## config.mk

```make
export PLATFORM = sky130hd
export DESIGN_NAME = l1_snp_rsp_ctrl
export DESIGN_NICKNAME = d
export VERILOG_FILES = /design/src/rtl/l1_snp_rsp_ctrl.sv
export SDC_FILE = /design/constraint.sdc
export NUM_CORES = 1
export LEC_CHECK = 0
export ABC_CLOCK_PERIOD_IN_PS = 46000
export CAP_MARGIN = 20
export CORE_AREA = 2 2 452 454
export CTS_CLUSTER_SIZE = 20
export DETAILED_ROUTE_END_ITERATION = 12
export DIE_AREA = 0 0 454 456
export PLACE_DENSITY = 0.39
export SYNTH_ARGS = -nofsm -noshare
export SYNTH_HDL_FRONTEND = slang
export SYNTH_SLANG_ARGS = --single-unit
```

## constraint.sdc

```tcl
create_clock -name clk -period 46 [get_ports clk]
set_input_delay 9.2 -clock clk [delete_from_list [all_inputs] [get_ports clk]]
set_output_delay 9.2 -clock clk [all_outputs]
set_load 0.02 [all_outputs]
```

## src/rtl/l1_snp_rsp_ctrl.sv

```systemverilog
// ---------------------------------------------------------------------------
// l1_snp_rsp_ctrl
//
// L1-side snoop responder. It accepts one downstream snoop request
// (SDREQ_RD / SDREQ_RFO / SDREQ_INV) at a time and looks the line up in the
// L1 tag array. It applies the MESI downgrade or invalidate. When the line is
// MODIFIED it also reads the line so it can be flushed with the response.
//
// Ports:
//   clk, rst                  clock, asynchronous active-high reset
//   sureq_valid/ready/op/addr snoop request channel from the bus
//   lkup_valid/addr           tag lookup strobe and address
//   lkup_hit/st               tag result, one cycle after lkup_valid
//   dat_rd_en/addr            data array read strobe and address
//   dat_rd_data               line data, one cycle after dat_rd_en
//   upd_valid/addr/st         one-cycle MESI state write
//   sdrsp_valid/ready         snoop response handshake
//   sdrsp_rsp                 0 MISS, 1 HIT_CLEAN, 2 HIT_DIRTY
//   sdrsp_data                flushed line, meaningful with HIT_DIRTY
//   snp_busy                  transaction in flight (FSM not IDLE)
// ---------------------------------------------------------------------------
module l1_snp_rsp_ctrl #(
    parameter int AW = 32,
    parameter int LW = 512
) (
    input  logic          clk,
    input  logic          rst,
    input  logic          sureq_valid,
    output logic          sureq_ready,
    input  logic [2:0]    sureq_op,
    input  logic [AW-1:0] sureq_addr,
    output logic          lkup_valid,
    output logic [AW-1:0] lkup_addr,
    input  logic          lkup_hit,
    input  logic [2:0]    lkup_st,
    output logic          dat_rd_en,
    output logic [AW-1:0] dat_rd_addr,
    input  logic [LW-1:0] dat_rd_data,
    output logic          upd_valid,
    output logic [AW-1:0] upd_addr,
    output logic [2:0]    upd_st,
    output logic          sdrsp_valid,
    input  logic          sdrsp_ready,
    output logic [1:0]    sdrsp_rsp,
    output logic [LW-1:0] sdrsp_data,
    output logic          snp_busy
);

    // Snoop op encodings (shared with the request controller)
    localparam logic [2:0] SDREQ_RD  = 3'd1;
    localparam logic [2:0] SDREQ_RFO = 3'd2;
    localparam logic [2:0] SDREQ_INV = 3'd3;

    // MESI encodings
    localparam logic [2:0] MESI_I = 3'd0;
    localparam logic [2:0] MESI_S = 3'd1;
    localparam logic [2:0] MESI_E = 3'd2;
    localparam logic [2:0] MESI_M = 3'd3;

    // Response codes
    localparam logic [1:0] RSP_MISS  = 2'd0;
    localparam logic [1:0] RSP_CLEAN = 2'd1;
    localparam logic [1:0] RSP_DIRTY = 2'd2;

    typedef enum logic [2:0] {
        ST_IDLE = 3'd0,
        ST_LKUP = 3'd1,
        ST_EVAL = 3'd2,
        ST_DATA = 3'd3,
        ST_RESP = 3'd4
    } state_t;

    state_t          state_r;
    state_t          state_nxt_s;
    logic [2:0]      op_r;
    logic [AW-1:0]   addr_r;
    logic [1:0]      rsp_r;
    logic [LW-1:0]   data_r;
    logic            hit_s;
    logic            legal_s;
    logic            act_s;

    // A read snoop leaves a shared copy behind; RFO and INV always invalidate.
    function automatic logic [2:0] snoop_next_st(input logic [2:0] op);
        logic [2:0] st;
        case (op)
            SDREQ_RD:  st = MESI_S;
            SDREQ_RFO: st = MESI_I;
            SDREQ_INV: st = MESI_I;
            default:   st = MESI_I;
        endcase
        return st;
    endfunction

    // A tag match on an INVALID block counts as a miss; unknown ops are never acted on.
    assign hit_s   = lkup_hit && (lkup_st != MESI_I);
    assign legal_s = (op_r == SDREQ_RD) || (op_r == SDREQ_RFO) || (op_r == SDREQ_INV);
    assign act_s   = hit_s && legal_s;

    // All array addresses come from the latched request address.
    assign lkup_addr   = addr_r;
    assign dat_rd_addr = addr_r;
    assign upd_addr    = addr_r;
    assign sdrsp_rsp   = rsp_r;
    assign sdrsp_data  = data_r;

    // FSM state register
    always_ff @(posedge clk or posedge rst) begin
        if (rst) begin
            state_r <= ST_IDLE;
        end else begin
            state_r <= state_nxt_s;
        end
    end

    // FSM next-state and strobe decode
    always_comb begin
        state_nxt_s = state_r;
        sureq_ready = 1'b0;
        lkup_valid  = 1'b0;
        dat_rd_en   = 1'b0;
        upd_valid   = 1'b0;
        upd_st      = MESI_I;
        sdrsp_valid = 1'b0;
        snp_busy    = (state_r != ST_IDLE);
        case (state_r)
            ST_IDLE: begin
                // Not ready while reset is held, even though the state reads IDLE.
                sureq_ready = ~rst;
                if (sureq_valid) begin
                    state_nxt_s = ST_LKUP;
                end else begin
                    state_nxt_s = ST_IDLE;
                end
            end
            ST_LKUP: begin
                lkup_valid  = 1'b1;
                state_nxt_s = ST_EVAL;
            end
            ST_EVAL: begin
                if (act_s) begin
                    upd_valid = 1'b1;
                    upd_st    = snoop_next_st(op_r);
                    if (lkup_st == MESI_M) begin
                        dat_rd_en   = 1'b1;
                        state_nxt_s = ST_DATA;
                    end else begin
                        state_nxt_s = ST_RESP;
                    end
                end else begin
                    state_nxt_s = ST_RESP;
                end
            end
            ST_DATA: begin
                state_nxt_s = ST_RESP;
            end
            ST_RESP: begin
                sdrsp_valid = 1'b1;
                if (sdrsp_ready) begin
                    state_nxt_s = ST_IDLE;
                end else begin
                    state_nxt_s = ST_RESP;
                end
            end
            default: begin
                state_nxt_s = ST_IDLE;
            end
        endcase
    end

    // Request latch and response registers
    always_ff @(posedge clk or posedge rst) begin
        if (rst) begin
            op_r   <= 3'd0;
            addr_r <= {AW{1'b0}};
            rsp_r  <= RSP_MISS;
            data_r <= {LW{1'b0}};
        end else begin
            case (state_r)
                ST_IDLE: begin
                    if (sureq_valid) begin
                        op_r   <= sureq_op;
                        addr_r <= sureq_addr;
                    end
                end
                ST_EVAL: begin
                    if (act_s && (lkup_st == MESI_M)) begin
                        rsp_r <= RSP_DIRTY;
                    end else if (act_s) begin
                        rsp_r <= RSP_CLEAN;
                    end else begin
                        rsp_r <= RSP_MISS;
                    end
                end
                ST_DATA: begin
                    data_r <= dat_rd_data;
                    rsp_r  <= RSP_DIRTY;
                end
                ST_RESP: begin
                    if (sdrsp_ready) begin
                        data_r <= {LW{1'b0}};
                    end
                end
                default: begin
                    op_r <= op_r;
                end
            endcase
        end
    end

endmodule

```

# --- Word-level counts from Yosys, hierarchy flattened ---
# Index checks and enable logic that the tools add are counted.
op_classes:
  n_addsub: 0
  n_mul: 0
  div: 0
  magnitude_cmp: 0
  n_eq_ne: 9
  shifts: 0
  mux: 21
  bitwise_logic: 1
  n_reduce_logical: 12
op_table:
  columns: ["operator", "count"]
  rows:
  - ["$pmux W512 S2", 1]
  - ["$mux W512", 1]
  - ["$eq A3 B2 Y1 const B", 5]
  - ["$pmux W3 S5", 1]
  - ["$mux W1", 13]
  - ["$mux W3", 3]
  - ["$eq A3 B1 Y1 const B", 2]
  - ["$reduce_bool A3 Y1", 2]
  - ["$pmux W2 S2", 1]
  - ["$reduce_and A2 Y1", 2]
  - ["$reduce_bool A2 Y1", 2]
  - ["$eq A3 B3 Y1 const B", 1]
  - ["$logic_and A1 B1 Y1", 3]
  - ["$logic_not A3 Y1", 1]
  - ["$logic_or A1 B1 Y1", 2]
  - ["$mux W2", 1]
  - ["$ne A2 B2 Y1 const B", 1]
  - ["$not A1 Y1", 1]
word_totals:
  ff_bits: 552
  latch_bits: 0
  ramBits: 0
  mem_bits_ro: 0
  input_bits: 555
  out_inout_bits: 619
  wordCells: 48
  mem_count: 0

# --- Logic depth before layout (Yosys ltp) ---
depth:
  word_depth: 7
  depth_mapped: 6
  mapped_depth_nobuf: 3

# --- Worst setup path after synthesis ---
# No wires, ideal clock.
synth_timing:
  path_kind: "input -> output"
  start: "input port lkup_hit"
  end: "output port upd_st[0]"
  arrival_ns: 10.021
  t_required_ns: 36.800
  setup_slack_ns: 26.779
  cell_stages: 2
  path_buffers: 0
  cell_sequence: "nand4bb_1 > nor4_1"
synth_via:
  elab_chain_cells: 4
synth_lines:
  columns: ["element", "line_no", "text"]
  rows:
  - ["start, declared", "34", "input logic lkup_hit,"]
  - ["$logic_and A1 B1 Y1", "96", "assign hit_s = lkup_hit && (lkup_st != MESI_I);"]
  - ["$logic_and A1 B1 Y1", "98", "assign act_s = hit_s && legal_s;"]
  - ["$mux W1", "141", "if (act_s) begin"]
  - ["$mux W1", "126", "case (state_r)"]
  - ["end, declared", "41", "output logic [2:0] upd_st,"]
# No other way between the ends.

# --- Worst setup path in the final report ---
layout_timing:
  start: "input port lkup_hit"
  end: "output port dat_rd_en"
layout_via:
  elab_chain_cells: 4
layout_lines:
  columns: ["element", "line_no", "text"]
  rows:
  - ["$logic_and A1 B1 Y1", "96", null]
  - ["$logic_and A1 B1 Y1", "98", null]
  - ["$mux W1", "141", null]
  - ["$mux W1", "126", null]
  - ["end, declared", "36", "output logic dat_rd_en,"]
# No other way between the ends.

==> flow_metrics.tcl <==
set metrics [dict create \
    fmax_ghz 0.0494 \
    slowest_stage "clkdlybuf4s50_1" \
    setup_tns_ns 0 \
    vias 16900 \
    p_int_uw 1530 \
    critical_path_class "in -> out" \
    rows 165 \
    comb_power_share_pct 43.4 \
    synthMuxAreaShare_pct 1.98 \
    crit_family "buffers and inverters" \
    critical-path-max-stage-delay_ns 0.67 \
    synth_area_per_cell_um2 15.1 \
    antenna_left 0 \
    synth_seq_area_share_pct 69.3 \
    rr_startpoint "state_r[1]" \
    track_usage_pct 12.2 \
    cts_resized 0 \
    finalPower_uw 2530 \
    clk_latency_ns 0.70 \
    synth-adder-area-share_pct 0 \
    antenna_found_initial 54 \
    p_leak_uw 0.0153 \
    cts_hold_buffers 0 \
    crit_chain "clkdlybuf4s50_1 > nand4bb_1 > nand2b_1 > nor3_1 > clkdlybuf4s50_1" \
    startpoint_type "input port" \
    wl_per_cell_um 25.3 \
    synth-seq-cells 552 \
    outcome "finished, final reports clean" \
    drive_gt1_share_pct 7.36 \
    grt_max_degree 212 \
    cp.required_ns 36.80 \
    hold_start "sdrsp_data[165]" \
    rsz0062_at_grt "false" \
    slew_headroom_pct 9.92 \
    min_path_type "reg -> reg" \
    synth-simple-area-share_pct 0.596 \
    setup_viol_count_final 0 \
    die-area_mm2 0.207 \
    hold_violations 0 \
    clock_sinks 552 \
    power.density_mw_per_mm2 68.9 \
    cts_tree "built" \
    via_per_inst 3.28 \
    crit_path_frequent_cell "clkdlybuf4s50_1" \
    cts-root-buf "clkbuf_16" \
    die_h_um 456 \
    mostFrequentLayoutCell "clkdlybuf4s50_1" \
    fin_skew_ns 0.0505 \
    htree_levels 3 \
    area_growth_pct 84.4 \
    async_reset_ff_share_pct 100 \
    drc 0 \
    cts_buffers 76 \
    yosysTopAreaCellShare_pct 69.3 \
    hold_ws_ns 0.494 \
    worst_pin_slew_ns 1.35 \
    drtPass1Iterations 5 \
    swShare_pct 39.5 \
    nets 2961 \
    period_needed_ns 20.26 \
    ys_warn_count 0 \
    critical_path.endpoint "dat_rd_en" \
    yosys.area.top_type "dfrtp_1" \
    netlist_area_mm2 0.0199 \
    grt_remaining_overflow 0 \
    reg2reg_slack_ns 41.50 \
    cap_violations 0 \
    r2r-end "sdrsp_data[394]" \
    synth_xor_area_share_pct 0 \
    coreArea_mm2 0.202 \
    final_cell_mix "clkdlybuf4s50_1 (1171), dfrtp_1 (552), a22o_1 (512), clkbuf_16 (76), mux2_2 (35)" \
    power_frac_clock_pct 24.3 \
    cp-end-kind "output port" \
    crit_fanout 5 \
    clk_pin_slew_ns 0.06 \
    ir_drop_uv 26.5 \
    initial_core_util_pct 9.89 \
    pwr-share-seq_pct 32.2 \
    arrival_ns 11.06 \
    synth_top_family_by_area "compound AO/OA/AOI/OAI gates" \
    gp_congestion 0.889 \
    slew_violations 0 \
    post_synth_num_cell_types 27 \
    worstRegToRegCells 7 \
    synth_edf_count 0 \
    ys.flop_type "dfrtp_1" \
    ios 1174 \
    multiInputGateArea_mm2 0.00509 \
    yosys-top-cells-area "dfrtp_1 (69%), a22o_1 (22%), buf_4 (2.5%)" \
    fill_cells 22000 \
    finalCritPeriodShare_pct 44.0 \
    crit_buf_inv 2 \
    crit_start "lkup_hit" \
    synth_compound_gate_area_share_pct 22.9 \
    grt_first_pass_wirelength_um 171000 \
    regArea_mm2 0.0138 \
    worst-path-stages 5 \
    wl_um 130000 \
    die_width_um 454 \
    place_hpwl_um 102000 \
    clockBufferDepth 3 \
    post_cts_buffers 0 \
    p_switching_uw 1000 \
    io_buffer_count 1171 \
    grt_pass1_vias 17500 \
    syn_inst 1318 \
    drtIter0Drc 1110 \
]
-- worst min-delay path by stage --
stage | end | slack (ns) | cells after the start
2_1_floorplan | op_r[2] | 0.49 | 1
3_3_place_gp | sdrsp_data[286] | 0.48 | 1
3_5_place_dp | sdrsp_data[3] | 0.48 | 1
4_1_cts | sdrsp_data[165] | 0.50 | 1
5_1_grt | sdrsp_data[384] | 0.51 | 1
6_report | sdrsp_data[165] | 0.49 | 1
-- cell type report --
type                    instances  share of cell area (%)
clock inverters                22                   0.895
diodes                         20                   0.136
clock buffers                 108                    6.04
inverters                       5                  0.0714
multi-input cells             579                    13.8
repair buffers               1192                    32.4
well taps                    2672                    9.09
flip-flops and latches        552                    37.6
-- metal layers --
metal	vias up	wire, um	GRT usage, %
met1	8733	49800	13.6
li1	7196	-	-
met2	749	62400	19.3
met3	178	13700	6.06
met5	-	103	0.0700
met4	16	4210	5.58
-- synth_stat cells, types with 2 or more instances --
| master | instances |
|---|---|
| dfrtp_1 | 552 |
| a22o_1 | 512 |
| buf_2 | 81 |
| buf_4 | 66 |
| mux2_2 | 35 |
| clkbuf_1 | 27 |
| buf_1 | 9 |
| inv_1 | 5 |
| nand2_1 | 4 |
| nor2_1 | 4 |
| nand2b_1 | 3 |
| a21oi_1 | 2 |
| and3b_1 | 2 |
| nor3_1 | 2 |
| o31ai_1 | 2 |
-- logic make-up after synthesis --
logic type / after synthesis
mux: 35
buf+inv: 188
other cells: 1
flops: 552
simple gates: 20
compound gates: 522
-- registers in the layout (all words and copies together), names as in the netlist --
| register | flops |
|---|---|
| sdrsp_rsp | 2 |
| state_r | 3 |
| op_r | 3 |
| dat_rd_addr | 32 |
| sdrsp_data | 512 |
-- metrics by stage --
stage | setup WS, ns | utilization [%] | std cells | cell area (um^2)
final | 25.74 | 18.2 | 5150 | 36800
after detailed placement | 25.80 | 16.9 | 5000 | 34200
after global routing | 25.69 | 18.2 | 5149 | 36800
after floorplan | 21.37 | - | 1319 | 19900
after global placement | 25.76 | 16.9 | 5000 | 34200
after CTS | 25.78 | 18.2 | 5130 | 36700
-- power by group through the flow --
stage	logic, uW	registers, uW	clock network, uW
2_1_floorplan	329	963	0
3_3_place_gp	1120	821	0
3_5_place_dp	1120	819	0
4_1_cts	1120	816	643
5_1_grt	1160	836	661
6_report	1100	816	617
Power figures use the tool's default switching activity.
